**src/rtl/pcm_interp_os.sv**
```systemverilog
// Linear 2**OSR_LOG2 interpolator feeding the delta/sigma DAC with a 20-bit PCM word and clock enable.
// Optional attenuation ramp on mute is enabled by defining PCM_MUTE_RAMP_EN.
module pcm_interp_os #(
  parameter int unsigned DIV      = 16,
  parameter int unsigned OSR_LOG2 = 6
) (
  input  logic        clk,
  input  logic        rst_n,
  input  logic [15:0] snd_in,
  input  logic        snd_valid,
  output logic        snd_ready,
  input  logic        mute,
  output logic        dac_ena,
  output logic [19:0] pcm_out,
  output logic        underrun
);

  localparam int unsigned DW = (DIV > 1) ? $clog2(DIV) : 1;
  localparam int unsigned AW = 16 + OSR_LOG2 + 1;
  localparam logic [DW-1:0] DivLast = DW'(DIV - 1);
  localparam logic [OSR_LOG2-1:0] PhaseLast = '1;

  logic [DW-1:0]        div_cnt_q;
  logic                 active_q;
  logic [15:0]          fifo_q [2];
  logic                 wr_ptr_q;
  logic                 rd_ptr_q;
  logic [1:0]           count_q;
  logic [OSR_LOG2-1:0]  phase_q;
  logic signed [15:0]   cur_q;
  logic signed [16:0]   delta_q;
  logic signed [AW-1:0] acc_q;
  logic signed [AW-1:0] acc_d;
  logic signed [AW-1:0] cur_ext;
  logic signed [AW-1:0] delta_ext;
  logic signed [19:0]   scaled;
  logic [19:0]          pcm_q;
  logic [19:0]          pcm_next;
  logic                 underrun_q;
  logic                 push;
  logic                 pop;
  logic                 boundary;
  logic [15:0]          head;

  // active_q keeps the strobe and ready low until the first clock after reset release.
  assign dac_ena   = active_q & (div_cnt_q == DivLast);
  assign snd_ready = active_q & (count_q != 2'd2);
  assign push      = snd_valid & snd_ready;
  assign boundary  = dac_ena & (phase_q == PhaseLast);
  assign pop       = boundary & (count_q != 2'd0);
  assign head      = fifo_q[rd_ptr_q];
  assign pcm_out   = pcm_q;
  assign underrun  = underrun_q;

  assign cur_ext   = {{(AW - 16){cur_q[15]}}, cur_q};
  assign delta_ext = {{(AW - 17){delta_q[16]}}, delta_q};

  always_comb begin
    acc_d = acc_q;
    if (boundary) begin
      acc_d = cur_ext <<< OSR_LOG2;
    end else if (dac_ena) begin
      acc_d = acc_q + delta_ext;
    end
  end

  assign scaled = 20'(acc_d >>> (OSR_LOG2 - 4));

`ifdef PCM_MUTE_RAMP_EN
  logic [3:0] att_q;
  logic [3:0] att_d;

  always_comb begin
    att_d = att_q;
    if (boundary) begin
      if (mute && (att_q != 4'd15)) begin
        att_d = att_q + 4'd1;
      end else if (!mute && (att_q != 4'd0)) begin
        att_d = att_q - 4'd1;
      end
    end
    pcm_next = (att_d == 4'd15) ? '0 : scaled >>> att_d;
  end

  always_ff @(posedge clk or negedge rst_n) begin
    if (!rst_n) begin
      att_q <= '0;
    end else if (boundary) begin
      att_q <= att_d;
    end
  end
`else
  always_comb begin
    pcm_next = mute ? '0 : scaled;
  end
`endif

  always_ff @(posedge clk or negedge rst_n) begin
    if (!rst_n) begin
      div_cnt_q  <= '0;
      active_q   <= 1'b0;
      fifo_q[0]  <= '0;
      fifo_q[1]  <= '0;
      wr_ptr_q   <= 1'b0;
      rd_ptr_q   <= 1'b0;
      count_q    <= '0;
      phase_q    <= '0;
      cur_q      <= '0;
      delta_q    <= '0;
      acc_q      <= '0;
      pcm_q      <= '0;
      underrun_q <= 1'b0;
    end else begin
      active_q  <= 1'b1;
      div_cnt_q <= (div_cnt_q == DivLast) ? '0 : div_cnt_q + 1'b1;

      if (push) begin
        fifo_q[wr_ptr_q] <= snd_in;
        wr_ptr_q         <= ~wr_ptr_q;
      end
      if (pop) begin
        rd_ptr_q <= ~rd_ptr_q;
      end
      case ({push, pop})
        2'b10:   count_q <= count_q + 2'd1;
        2'b01:   count_q <= count_q - 2'd1;
        default: count_q <= count_q;
      endcase

      underrun_q <= boundary & (count_q == 2'd0);

      if (dac_ena) begin
        phase_q <= phase_q + 1'b1;
        acc_q   <= acc_d;
        pcm_q   <= pcm_next;
      end

      // Empty buffer at a boundary holds the current sample flat.
      if (boundary) begin
        if (count_q != 2'd0) begin
          delta_q <= {head[15], head} - {cur_q[15], cur_q};
          cur_q   <= head;
        end else begin
          delta_q <= '0;
        end
      end
    end
  end

endmodule

```
**config.mk**
```make
export PLATFORM = sky130hd
export DESIGN_NAME = pcm_interp_os
export DESIGN_NICKNAME = d
export VERILOG_FILES = /design/src/rtl/pcm_interp_os.sv
export SDC_FILE = /design/constraint.sdc
export NUM_CORES = 1
export LEC_CHECK = 0
export ABC_AREA = 0
export ABC_CLOCK_PERIOD_IN_PS = 4400
export BUFFER_PORTS_ARGS = -buffer_cell sky130_fd_sc_hd__buf_2
export CORE_MARGIN = 3
export CORE_UTILIZATION = 61
export CTS_CLUSTER_SIZE = 12
export DETAILED_ROUTE_END_ITERATION = 16
export PLACE_DENSITY = 0.9
export SYNTH_ARGS = -nofsm -noshare
export SYNTH_HDL_FRONTEND = slang
export SYNTH_SLANG_ARGS = --single-unit
```
**constraint.sdc**
```tcl
create_clock -name clk -period 4.4 [get_ports clk]
set_input_delay 0.44 -clock clk [delete_from_list [all_inputs] [get_ports clk]]
set_output_delay 0.44 -clock clk [all_outputs]
set_load 0.05 [all_outputs]
```
==> results by group, run 1 <==
Setup path
  • Worst path bufs/invs: 1
  • Delay-heaviest family, CP: compound AO/OA/AOI/OAI gates
  • CP arrival: 3840 ps
  • WS Path Type: flop to flop
  • Worst Setup Start Kind: flop
  • Req. time, crit path: 4820 ps
  • CP max FO: 17
  • Crit path cell chain: mux2i_1 -> ha_1 -> inv_1 -> fa_1 -> a211oi_1 -> o21bai_1 -> a21o_1 -> a31oi_1 -> o21ai_0 -> xor2_1 -> a22o_1
  • Critical Path End Type: flop
  • Cell depth of the worst flop-to-flop path: 11
  • Crit path largest cell delay: 810 ps
  • Crit path depth: 11
  • Slowest CP cell: dfrtp_1

Yosys
  • Synth warn: 0
  • Avg Synthesized Cell Area: 10.1 um2
  • Post-synth ARST share: 100%
  • Cells after synthesis: 674
  • Post-synthesis compound-gate area fraction: 18.4%
  • Post-synthesis xor/xnor area fraction: 4.52%
  • Leading area contributor after synthesis: dfrtp_1
  • Mapped cell area: 6780 um2
  • Largest family of logic cells by synthesized area: compound AO/OA/AOI/OAI gates
  • Top cells by area, synth: dfrtp_1 45%, mux2_2 8.1%, ha_1 7.4%
  • Share of the synthesized area in the top cell type: 45.4%
  • Mux share of post-synthesis cell area: 9.17%
  • EDFF count, synth: 0
  • Syn Nets: 736
  • Seq cells post-synth: 123
  • Synth Flop Type: dfrtp_1
  • Simple-gate share of the synthesized area: 11.3%
  • Sequential share of the synthesized area: 45.4%
  • Fraction of the mapped netlist area in adder cells: 7.97%
  • Synth unique cells: 62

Global route
  • Grt ovf: 0
  • Antenna violations before repair: 0
  • Number of global-route vias before repair: 5,347
  • Largest net degree at the start of global routing: 51
  • GR Util All Layers: 25.6%
  • First-pass GRT wire length: 25.6 mm

Timing
  • Worst slew pin tran: 1040 ps
  • Max Slew Vio Count: 0
  • Min Tclk post-route: 3410 ps
  • RSZ-0062 raised after global routing: false
  • Period utilization: 77.6%
  • Clk_skew: 11.7 ps
  • Final Setup Violations: 0
  • Final Hold Fails: 0
  • Max frequency: 293 MHz
  • Setup TNS: 0 ps
  • Slew margin rel.: 30.7%

Layout
  • NumNets Final: 778
  • Number of diodes: 0
  • Leading cell type in the layout, fill and taps excluded: dfrtp_1
  • Synthesis-to-layout area growth: 12.8%
  • Most frequent cells in the layout: 123 x dfrtp_1, 84 x nand2_1, 65 x o21ai_0, 49 x mux2_2, 41 x buf_2
  • Layout cell share with drive strength beyond 1: 19.2%

Power and ir drop
  • Pleak: 3.53 nW
  • PD cells: 483 nW/um2
  • Worst vdd ir: 0.000425 V
  • Total Power: 0.00369 W

Clock network
  • Worst skew pair latency: 530 ps
  • Clock transition at the registers of the reported paths: 60 ps
  • Clock root buffer: clkbuf_8
  • Postcts setup bufs: 0
  • Clock sinks: 123
  • Hold buffers post-CTS: 1
  • Maximum clock insertion buffer count: 2
  • Count of cells resized by post-cts repair: 0
  • CTS Buf Count: 17
  • # H-tree levels: 4
  • CTS tree: done

Route
  • Post-route ant nets: 0
  • Final wirelength: 15.2 mm
  • Via density per instance: 6.06
  • Via Count: 5,239
  • # DRC: 0
  • DR iter-0 viols: 382
  • Router iterations before antenna repair: 7
  • Drt wl/cell: 17.6 um

Die
  • Die Area: 12,400 um2
  • Area of the core: 10,600 um2
  • Top Ports: 43
  • # rows: 37
  • Initial Util: 64.2%
  • DIE HEIGHT: 111 um
  • Die Span X: 111 um

Worst hold path
  • Hold depth: 2
  • Worst Hold Class: input port to flop

Status
  • Status: completed

Placed design
  • DPL Wire Length: 10.8 mm
  • RD Place Congestion: 0.976
  • I/O Buffers: 42

Job
  • Max-cap violation count: 0
==> registers in the layout, summed over array words and instances (netlist names) <==
signal,cells
fifo_q,32
acc_q,22
pcm_out,20
delta_q,17
cur_q,16
phase_q,6
div_cnt_q,4
count_q,2
active_q,1
rd_ptr_q,1
underrun,1
wr_ptr_q,1
==> cells by family (layout without fill, tap and decap cells) <==
logic type                 after synthesis  after routing
AOI/OAI and AO/OA                      194            194
xor gates and xnor gates                35             35
adders and majority gates               42             42
buffers and inverters                   55            110
DFF                                    123            123
muxes                                   56             56
other                                    1              1
and+or+nand+nor                        168            168
==> per-layer routing <==
layer,up-vias,track usage (%),part of all wire (%)
li1,2485,-,-
met1,2571,33.0,44
met2,164,42.9,49
met3,19,6.47,5.8
met4,0,7.95,1.4
met5,-,0,0
==> worst register-to-register path: stages, from the launching register on <==
cell      delay (ps)
dfrtp_1          810
mux2i_1          310
ha_1             220
inv_1             80
fa_1             430
a211oi_1         250
o21bai_1         110
a21o_1           210
a31oi_1          360
o21ai_0          180
xor2_1           160
a22o_1           200
==> Yosys cell counts (6+ instances only) <==
cell type    n
dfrtp_1    123
nor2_1      35
inv_1       29
nand4_1      7
xor2_1      15
ha_1        40
mux2_2      49
a22o_1      14
o21ai_0     65
nand2b_1     7
a211oi_1     6
clkbuf_1    17
a21boi_0     7
o21a_1       7
nand2_1     84
nand3_1      9
a21o_1      10
a21oi_1     38
xnor2_1     20
mux2i_1      7
a31oi_1      7
o21bai_1     8
==> cell type report <==
cell class | instances | area (um2)
multi-input cells | 496 | 3480
fillers | 727 | 2910
well taps | 136 | 170
clock buffers | 18 | 418
inverters | 30 | 113
clock inverters | 14 | 124
flip-flops and latches | 123 | 3080
repair buffers | 48 | 260
==> final timing paths <==
check,startpoint,end,slack [ps]
worst max register to register,rd_ptr_q$_DFFE_PN0P_,delta_q[12]$_DFFE_PN0P_,990
worst min register to register,phase_q[5]$_DFFE_PN0P_,phase_q[5]$_DFFE_PN0P_,470
max in group asynchronous,rst_n,fifo_q[14]$_DFFE_PN0P_,3030
worst max-delay path,rd_ptr_q$_DFFE_PN0P_,delta_q[12]$_DFFE_PN0P_,990
worst min-delay path,snd_in[4],fifo_q[20]$_DFFE_PN0P_,160
min in group asynchronous,rst_n,pcm_out[2]$_DFFE_PN0P_,400
==> metrics by stage <==
| stage | util (%) | std cells | area, um2 | setup slack (ps) | hold WS [ps] |
|---|---|---|---|---|---|
| after global routing | 72.5 | 865 | 7650 | 736 | 138 |
| after detailed placement | 67.2 | 832 | 7100 | 1040 | 420 |
| final | 72.5 | 865 | 7650 | 986 | 155 |
| after floorplan | - | 674 | 6780 | 1170 | 144 |
| after CTS | 72.5 | 865 | 7650 | 1030 | 136 |
| after global placement | 67.2 | 832 | 7100 | 1170 | 411 |
==> report_power, final <==
group,switching [W],internal [W],leakage (nW)
sequential,0.000102,0.00132,1.61
combinational,0.000534,0.000482,1.66
clock,0.000511,0.000748,0.269
total,0.00115,0.00254,3.53
(Power assumes the default switching activity.)
==> inputs of run 2 (changes only) <==
--- a/config.mk
+++ b/config.mk
@@ -6,7 +6,7 @@
 export NUM_CORES = 1
 export LEC_CHECK = 0
 export ABC_AREA = 0
-export ABC_CLOCK_PERIOD_IN_PS = 4400
+export ABC_CLOCK_PERIOD_IN_PS = 3300
 export BUFFER_PORTS_ARGS = -buffer_cell sky130_fd_sc_hd__buf_2
 export CORE_MARGIN = 3
 export CORE_UTILIZATION = 61
==> constraint.sdc (replaced) <==
create_clock -name clk -period 3.3 [get_ports clk]
set_input_delay 0.33 -clock clk [delete_from_list [all_inputs] [get_ports clk]]
set_output_delay 0.33 -clock clk [all_outputs]
set_load 0.05 [all_outputs]
==> run 2 against run 1 <==
  * Sequential power grew 34%
  * Routed wire length grew 5.2%
  * Clock skew fell by 5.1 ps
==> results by group, run 2 (synthesized netlist as in run 1, its figures left out) <==
Clock network
  • Worst skew pair latency: 530 ps
  • Clock sinks: 123
  • CTS Buf Count: 17
  • Clock root buffer: clkbuf_8
  • # H-tree levels: 4
  • Maximum clock insertion buffer count: 2
  • CTS tree: done
  • Count of cells resized by post-cts repair: 0
  • Clock transition at the registers of the reported paths: 60 ps
  • Postcts setup bufs: 0

Die
  • Initial Util: 64.2%
  • Area of the core: 10,600 um2
  • # rows: 37
  • DIE HEIGHT: 111 um
  • Die Area: 12,400 um2
  • Die Span X: 111 um
  • Top Ports: 43

Layout
  • Number of flip-flops in the largest register: 32
  • NumNets Final: 784
  • Fillcell total: 739
  • Synthesis-to-layout area growth: 14.1%
  • Most frequent cells in the layout: 123 x dfrtp_1, 84 x nand2_1, 65 x o21ai_0, 49 x mux2_2, 41 x buf_2
  • Leading cell type in the layout, fill and taps excluded: dfrtp_1
  • Number of diodes: 0
  • Layout cell share with drive strength beyond 1: 19.5%
  • Finished Core Util: 73.3%
  • Largest Register: fifo_q

Global route
  • Antenna violations before repair: 0
  • GR Util All Layers: 27.1%
  • Grt ovf: 0
  • Number of global-route vias before repair: 5,504
  • First-pass GRT wire length: 26.9 mm
  • Largest net degree at the start of global routing: 49

Placed design
  • RD Place Congestion: 1.06
  • I/O Buffers: 42
  • DPL Wire Length: 11.5 mm

Power and ir drop
  • PD cells: 660 nW/um2
  • Sw power: 0.00153 W
  • Pleak: 3.57 nW
  • Sw frac: 30.0%
  • P_int: 0.00357 W
  • Worst vdd ir: 0.000602 V
  • Comb power frac: 26.8%
  • Clock power share: 36.0%
  • Sequential share of power: 37.2%

Timing
  • Final Setup Violations: 0
  • Worst slew pin tran: 832 ps
  • Slew margin rel.: 44.4%
  • RSZ-0062 raised after global routing: false
  • Period utilization: 90.2%
  • Setup TNS: 0 ps
  • Min Tclk post-route: 2980 ps
  • Clk_skew: 6.58 ps
  • Max Slew Vio Count: 0
  • Max frequency: 336 MHz
  • Final Hold Fails: 0

Setup path
  • CP arrival: 3400 ps
  • Worst Setup Start Kind: flop
  • WS Path Type: flop to flop
  • Req. time, crit path: 3720 ps
  • CP max FO: 15
  • Critical Path End Type: flop

Status
  • Status: completed

Worst hold path
  • Worst Hold Class: input port to flop

Route
  • DR iter-0 viols: 459
  • Post-route ant nets: 0
  • Via Count: 5,367
  • # DRC: 0
  • Final wirelength: 16.0 mm
  • Router iterations before antenna repair: 6
  • Via density per instance: 6.16
  • Drt wl/cell: 18.3 um

Job
  • Max-cap violation count: 0
-- run 2: layer usage --
| layer | wire, um | track usage (%) |
|---|---|---|
| met2 | 8050 | 45.6 |
| met5 | 0 | 0 |
| met1 | 6620 | 34.7 |
| met3 | 972 | 5.82 |
| met4 | 325 | 9.89 |
-- run 2: worst max-delay path, stage by stage (launching register included) --
cell and delay (ps):
dfrtp_1 380, buf_4 250, mux2_2 380, ha_1 360
a211oi_1 270, o21bai_1 120, a21o_1 220, a31oi_1 340
o21ai_0 180, xor2_1 160, a22o_1 200
-- run 2: power groups by stage --
stage          clock network [W]  registers [W]  logic (W)
4_1_cts                  0.00185        0.00190    0.00137
6_report                 0.00184        0.00190    0.00137
3_5_place_dp                   0        0.00192    0.00135
5_1_grt                  0.00193        0.00193    0.00151
2_1_floorplan                  0        0.00190    0.00102
3_3_place_gp                   0        0.00189    0.00126
-- run 2: final cells by class --
class,instances,area [um2],area share [%]
clock inverter,10,141,1.83
sequential,123,3080,39.8
clock buffer,22,443,5.73
multi-input combinational,496,3480,45.1
timing repair buffer,54,305,3.95
tap,136,170,2.20
inverter,30,113,1.46
-- run 2: final timing paths --
kind                                              from                       to  slack, ps  cells past startpoint
worst min register to register  pcm_out[8]$_DFFE_PN0P_   pcm_out[8]$_DFFE_PN0P_        480                      2
min in group asynchronous                        rst_n   pcm_out[2]$_DFFE_PN0P_        360                      2
worst max register to register    rd_ptr_q$_DFFE_PN0P_  delta_q[12]$_DFFE_PN0P_        320                     10
max in group asynchronous                        rst_n    fifo_q[4]$_DFFE_PN0P_       2150                      3
worst max-delay path              rd_ptr_q$_DFFE_PN0P_  delta_q[12]$_DFFE_PN0P_        320                     10
worst min-delay path                         snd_in[2]   fifo_q[18]$_DFFE_PN0P_         40                      2
-- run 2: what timing repair did --
| action | 4_1_cts | 5_1_grt |
|---|---|---|
| setup endpoints to repair | 0 | 0 |
| hold endpoints to repair | 45 | 0 |
| hold buffers | 1 | 0 |
-- run 2: through the flow --
step	setup WS [ps]	hold slack [ps]	cells	total power [W]	instance area, um2
floorplan	69.7	34.4	674	0.00293	6780
global placement	440	375	838	0.00316	7140
detailed placement	339	387	838	0.00326	7140
CTS	330	29.3	871	0.00511	7730
global route	41.2	36.6	871	0.00536	7730
finish	323	44.0	871	0.00510	7730
